`config.mk`:
```
export PLATFORM = sky130hd
export DESIGN_NAME = ram_wr_arbiter_flat
export DESIGN_NICKNAME = d
export VERILOG_FILES = /design/src/rtl/ram_wr_arbiter_if.sv /design/src/rtl/ram_wr_arbiter.sv /design/src/flat_wrapper.sv
export SDC_FILE = /design/constraint.sdc
export NUM_CORES = 1
export LEC_CHECK = 0
export CAP_MARGIN = 15
export CORE_ASPECT_RATIO = 2
export CORE_MARGIN = 5
export CORE_UTILIZATION = 40
export DETAILED_ROUTE_END_ITERATION = 7
export GPL_ROUTABILITY_DRIVEN = 0
export MAX_ROUTING_LAYER = met4
export PLACE_DENSITY = 0.86
export SYNTH_ARGS = -nofsm -noshare
export SYNTH_HDL_FRONTEND = slang
export SYNTH_SLANG_ARGS = --single-unit
```
`constraint.sdc`:
```
create_clock -name clk -period 5.8 [get_ports clk]
set_input_delay 0.87 -clock clk [delete_from_list [all_inputs] [get_ports clk]]
set_output_delay 0.87 -clock clk [all_outputs]
set_load 0.005 [all_outputs]
```
`src/rtl/ram_wr_arbiter_if.sv`:
```
// rtl/ram_wr_arbiter_if.sv - request, clear and RAM write-port bundle for ram_wr_arbiter
// Ports (signals):
//   req_valid/req_addr/req_data/req_ready : packed per-requester write handshake
//   clr_start/clr_busy/clr_done           : hardware zero-fill control and status
//   ram_we/ram_waddr/ram_wdata            : registered RAM write port
// Modports: master = requesters/RAM side, slave = arbiter.
interface ram_wr_arbiter_if #(
  parameter int DEPTH = 128,
  parameter int WIDTH = 32,
  parameter int N_REQ = 4
);
  localparam int AW = $clog2(DEPTH);

  logic [N_REQ-1:0]       req_valid;
  logic [N_REQ*AW-1:0]    req_addr;
  logic [N_REQ*WIDTH-1:0] req_data;
  logic [N_REQ-1:0]       req_ready;
  logic                   clr_start;
  logic                   clr_busy;
  logic                   clr_done;
  logic                   ram_we;
  logic [AW-1:0]          ram_waddr;
  logic [WIDTH-1:0]       ram_wdata;

  modport master (
    output req_valid, req_addr, req_data, clr_start,
    input  req_ready, clr_busy, clr_done, ram_we, ram_waddr, ram_wdata
  );

  modport slave (
    input  req_valid, req_addr, req_data, clr_start,
    output req_ready, clr_busy, clr_done, ram_we, ram_waddr, ram_wdata
  );
endinterface

```
`src/rtl/ram_wr_arbiter.sv`:
```
// rtl/ram_wr_arbiter.sv - round-robin write-port arbiter with zero-fill clear sequencer
// Ports:
//   clk : clock, all state on posedge
//   rst : asynchronous active-low reset
//   bus : ram_wr_arbiter_if.slave (requests in, one-hot combinational req_ready out,
//         clr_start in, registered clr_busy/clr_done, registered ram_we/ram_waddr/ram_wdata)
// Optional build macro: RAM_WR_ARB_CLR_ON_RESET_EN (reset into CLEAR, auto zero-fill after release).
module ram_wr_arbiter #(
  parameter int DEPTH = 128,
  parameter int WIDTH = 32,
  parameter int N_REQ = 4
) (
  input logic            clk,
  input logic            rst,
  ram_wr_arbiter_if.slave bus
);
  localparam int AW = $clog2(DEPTH);
  localparam int PW = (N_REQ > 1) ? $clog2(N_REQ) : 1;

  localparam logic [0:0] IDLE  = 1'b0;
  localparam logic [0:0] CLEAR = 1'b1;

`ifdef RAM_WR_ARB_CLR_ON_RESET_EN
  localparam logic [0:0] RST_STATE = CLEAR;
  localparam logic       RST_BUSY  = 1'b1;
`else
  localparam logic [0:0] RST_STATE = IDLE;
  localparam logic       RST_BUSY  = 1'b0;
`endif

  logic [0:0]       state;
  logic [PW-1:0]    rr_ptr;
  logic [AW-1:0]    clr_cnt;
  logic             we_q;
  logic [AW-1:0]    waddr_q;
  logic [WIDTH-1:0] wdata_q;
  logic             busy_q;
  logic             done_q;

  logic [AW-1:0]    addr_arr [N_REQ];
  logic [WIDTH-1:0] data_arr [N_REQ];

  logic [N_REQ-1:0] grant;
  logic [PW-1:0]    grant_idx;
  logic [PW-1:0]    scan_idx;
  logic             grant_any;

  for (genvar i = 0; i < N_REQ; i++) begin : g_unpack
    assign addr_arr[i] = bus.req_addr[i*AW +: AW];
    assign data_arr[i] = bus.req_data[i*WIDTH +: WIDTH];
  end

  // Rotating priority search starting just after the last winner. Gating on
  // rst keeps req_ready low during reset; clr_start pre-empts any grant.
  always_comb begin
    grant     = '0;
    grant_idx = rr_ptr;
    scan_idx  = '0;
    grant_any = 1'b0;
    if (rst && (state == IDLE) && !bus.clr_start) begin
      for (int k = 1; k <= N_REQ; k++) begin
        scan_idx = PW'((int'(rr_ptr) + k) % N_REQ);
        if (!grant_any && bus.req_valid[scan_idx]) begin
          grant_any       = 1'b1;
          grant_idx       = scan_idx;
          grant[scan_idx] = 1'b1;
        end
      end
    end
  end

  always_ff @(posedge clk or negedge rst) begin
    if (!rst) begin
      state   <= RST_STATE;
      rr_ptr  <= PW'(N_REQ - 1);
      clr_cnt <= '0;
      we_q    <= 1'b0;
      waddr_q <= '0;
      wdata_q <= '0;
      busy_q  <= RST_BUSY;
      done_q  <= 1'b0;
    end else begin
      we_q   <= 1'b0;
      done_q <= 1'b0;
      if (state == CLEAR) begin
        // clr_start is deliberately ignored here: no restart, no queuing.
        we_q    <= 1'b1;
        waddr_q <= clr_cnt;
        wdata_q <= '0;
        clr_cnt <= clr_cnt + 1'b1;  // wraps back to 0 after DEPTH-1
        if (clr_cnt == AW'(DEPTH - 1)) begin
          state  <= IDLE;
          busy_q <= 1'b0;
          done_q <= 1'b1;
        end
      end else if (bus.clr_start) begin
        state  <= CLEAR;
        busy_q <= 1'b1;
      end else if (grant_any) begin
        rr_ptr  <= grant_idx;
        we_q    <= 1'b1;
        waddr_q <= addr_arr[grant_idx];
        wdata_q <= data_arr[grant_idx];
      end
    end
  end

  assign bus.req_ready = grant;
  assign bus.clr_busy  = busy_q;
  assign bus.clr_done  = done_q;
  assign bus.ram_we    = we_q;
  assign bus.ram_waddr = waddr_q;
  assign bus.ram_wdata = wdata_q;

endmodule

```
`src/flat_wrapper.sv`:
```
// flat-port wrapper written by rule: the top's interface ports become plain ports
module ram_wr_arbiter_flat 
#(
  parameter int DEPTH = 128,
  parameter int WIDTH = 32,
  parameter int N_REQ = 4
)
  (clk, rst, bus_req_valid, bus_req_addr, bus_req_data, bus_clr_start, bus_req_ready, bus_clr_busy, bus_clr_done, bus_ram_we, bus_ram_waddr, bus_ram_wdata);
  ram_wr_arbiter_if #(.DEPTH(DEPTH), .WIDTH(WIDTH), .N_REQ(N_REQ)) bus_i ();
  input logic clk;
  input logic rst;
  input wire logic [$bits(bus_i.req_valid)-1:0] bus_req_valid;
  input wire logic [$bits(bus_i.req_addr)-1:0] bus_req_addr;
  input wire logic [$bits(bus_i.req_data)-1:0] bus_req_data;
  input wire logic [$bits(bus_i.clr_start)-1:0] bus_clr_start;
  output wire logic [$bits(bus_i.req_ready)-1:0] bus_req_ready;
  output wire logic [$bits(bus_i.clr_busy)-1:0] bus_clr_busy;
  output wire logic [$bits(bus_i.clr_done)-1:0] bus_clr_done;
  output wire logic [$bits(bus_i.ram_we)-1:0] bus_ram_we;
  output wire logic [$bits(bus_i.ram_waddr)-1:0] bus_ram_waddr;
  output wire logic [$bits(bus_i.ram_wdata)-1:0] bus_ram_wdata;
  assign bus_i.req_valid = bus_req_valid;
  assign bus_i.req_addr = bus_req_addr;
  assign bus_i.req_data = bus_req_data;
  assign bus_i.clr_start = bus_clr_start;
  assign bus_req_ready = bus_i.req_ready;
  assign bus_clr_busy = bus_i.clr_busy;
  assign bus_clr_done = bus_i.clr_done;
  assign bus_ram_we = bus_i.ram_we;
  assign bus_ram_waddr = bus_i.ram_waddr;
  assign bus_ram_wdata = bus_i.ram_wdata;
  ram_wr_arbiter #(.DEPTH(DEPTH), .WIDTH(WIDTH), .N_REQ(N_REQ)) u_core (.clk(clk), .rst(rst), .bus(bus_i));
endmodule
```
==> run summary <==
Status: finished clean
Drt via density: 5.69
TritonCTS Buffers: 5
First-pass GRT wire length: 19.2 mm
#FFs+latches synth: 52
Final #Nets: 694
Post-Syn Area per Cell: 11.0 sq um
Crit share post-route: 75.5%
VDD IR-drop max: 0.000145 V
Async SR Flop Fraction: 100%
CTS Buffer Depth: 2
Initial Util: 40.8%
Clock latency on the worst-skew pair: 0.29 ns
Worst EP arrival: 3.51 ns
Top Ports: 209
Pwr Density: 211 nW/um^2
Slowest library cell on the worst path: dfstp_2
Worst Tran Pin Value: 0.707 ns
Setup crit start: u_core.rr_ptr[0]$_DFFE_PN1P_
Placed cell area: 5720 sq um
Hold Startpoint: u_core.clr_cnt[6]$_DFFE_PN0P_
Total negative slack: 0 ns
Worst hold slack: 0.502 ns
Design Area, Final: 5870 sq um
RR Startpoint: u_core.rr_ptr[0]$_DFFE_PN1P_
Net Sw Frac: 29.9%
Post-detail-place hpwl: 10.0 mm
Internal power: 0.000866 W
Achievable frequency: 228 MHz
WL per Instance: 20.0 um
Worst EP required: 4.93 ns
Clock slew at reported path FFs: 0.07 ns
Mapped cell area: 3660 sq um
Critical Path Fanout Max: 22
Core area: 8950 sq um
Die span in x: 77.6 um
Switching pwr: 0.000370 W
Post-synth top area share: 34.2%
Crit. End Element: output pin
CP startpoint kind: flop
Dominant synthesized flop cell: dfrtp_1
CP Class: reg2out
DRC: 0
Leakage Power: 2.51 nW
Crit-path cells: inv_1, ha_1, and3b_1, a211oi_1, a311oi_4, a222oi_1, a21oi_1, clkdlybuf4s50_1
Clk pwr share: 23.1%
Synth area leader: dfrtp_1
Unique masters post-synth: 43
N_diodes: 0
Register area share after synthesis: 35.7%
Post-CTS Hold Fix Bufs: 0
Sequential power share: 38.5%
P&R area growth vs syn: 60.5%
CTS tree: built
Cells after Synth: 333
EDFF count, synth: 0
Chip height: 145 um
Synth Warn #: 0
Share of layout cells above drive strength 1: 11.9%
Vias: 3554
Final slew viol count: 0
Initial DRC count: 194
Mapped Nets: 505
Grt ovf: 0
Row Count: 49
Setup Buffers After CTS: 0
Total number of H-tree levels: 2
Post-DRT Antenna Nets: 0
Global Route Usage Sum: 21.9%
Min cycle time layout: 4.38 ns
Final clock skew: 0.00838 ns
Root buf cell: clkbuf_16
Initial antenna violation count: 0
Clk sinks: 52
Final wirelength: 12.5 mm
Commonest cells after routing, fill and taps aside: clkdlybuf4s50_1, dfrtp_1, mux2i_1, nor3_1, a221o_1
Max Cap Viol: 0
Final setup vio count: 0
Largest net degree at the start of global routing: 69
DR pass1 iterations: 5
RSZ-0062 raised after global routing: no
Most common cell after layout, fill and taps aside: clkdlybuf4s50_1
Buffers on Ports: 208
Number of global-route vias before repair: 3871
Hold Path Class: reg2reg
# resized after CTS: 0
Final Hold Vio Count: 0
Comb pwr share: 38.4%
Total die area: 11300 sq um
Fin util: 65.5%
Worst rel slew slack: 52.9%
Slowest stage delay, CP: 0.85 ns
Ranking of synthesized cells by area: dfrtp_1, mux2i_1, mux2_2, a221o_1, mux4_2
==> per-stage QoR <==
stage | power [W] | setup WS [ns] | cells
floorplan | 0.000726 | 2.18 | 333
global placement | 0.000936 | 1.77 | 617
detailed placement | 0.000958 | 1.66 | 617
CTS | 0.00125 | 1.45 | 625
global route | 0.00130 | 1.29 | 625
finish | 0.00124 | 1.42 | 625
==> cell usage after synthesis (2+ instances only) <==
library cell / instances
a21o_1: 6
a21oi_1: 6
a221o_1: 33
a222oi_1: 4
and3b_1: 3
buf_2: 7
buf_6: 8
clkbuf_1: 14
dfrtp_1: 50
dfstp_2: 2
ha_1: 9
inv_1: 7
mux2_1: 2
mux2_2: 31
mux2i_1: 35
mux4_2: 9
nand2_1: 15
nand2b_1: 7
nand4_1: 3
nor2_1: 11
nor2b_1: 2
nor3_1: 34
nor3b_1: 3
o21ai_0: 9
xnor2_1: 3
xor2_1: 3
==> flip-flops by register name, summed over array words and instances, names as in the netlist <==
register              flops
u_core.state              1
u_core.bus.ram_we         1
u_core.bus.clr_done       1
u_core.rr_ptr             2
u_core.bus.ram_waddr      7
u_core.clr_cnt            7
u_core.bus.clr_busy       1
u_core.bus.ram_wdata     32
==> metal layers <==
metal / GRT usage (%) / wire, um
met4: 8.52 / 334
met3: 2.36 / 500
met2: 42.2 / 7490
met1: 21.3 / 4200
met5: - / 0
==> path summary, 6_finish.rpt <==
check,slack [ns],endpoint,cells after the start
max,1.42,bus_req_ready[3],8
min,0.50,u_core.clr_cnt[6]$_DFFE_PN0P_,1
max reg2reg,1.82,u_core.bus.ram_waddr[2]$_DFFE_PN0P_,8
min reg2reg,0.50,u_core.clr_cnt[6]$_DFFE_PN0P_,1
max in group asynchronous,4.47,u_core.bus.ram_wdata[13]$_DFFE_PN0P_,2
min in group asynchronous,0.53,u_core.bus.ram_wdata[31]$_DFFE_PN0P_,1
==> critical path: cells and delay by family (launching register included) <==
family | cells | cell delay [ns]
buffers and inverters | 2 | 0.64
AND/OR/NAND/NOR | 1 | 0.23
AO/OA/AOI/OAI | 4 | 1.05
flip-flops | 1 | 0.85
adder cells (fa/ha/maj) | 1 | 0.45
==> cell type report <==
| class | instances | area [sq um] |
|---|---|---|
| repair buffers | 213 | 2130 |
| flip-flops and latches | 52 | 1300 |
| well taps | 102 | 128 |
| inverters | 8 | 30.0 |
| clock buffers | 5 | 125 |
| fillers | 712 | 3080 |
| multi-input cells | 242 | 2130 |
| clock inverters | 3 | 18.8 |
==> cell families (layout without fill, tap and decap cells) <==
family,after synthesis,in the layout,share of synthesized area (%)
compound gates,66,66,15.7
xor+xnor,7,7,2.19
fa+ha+maj,9,9,3.08
buf+inv,39,229,6.02
flops,52,52,35.7
mux,78,78,25.7
simple gates,82,82,11.6
==> power by group through the flow <==
stage          sequential [W]  combinational [W]  clock (W)
3_5_place_dp         0.000480           0.000478          0
6_report             0.000476           0.000475   0.000286
3_3_place_gp         0.000477           0.000459          0
2_1_floorplan        0.000464           0.000262          0
4_1_cts              0.000475           0.000480   0.000295
5_1_grt              0.000482           0.000510   0.000306
(Power assumes the default switching activity.)
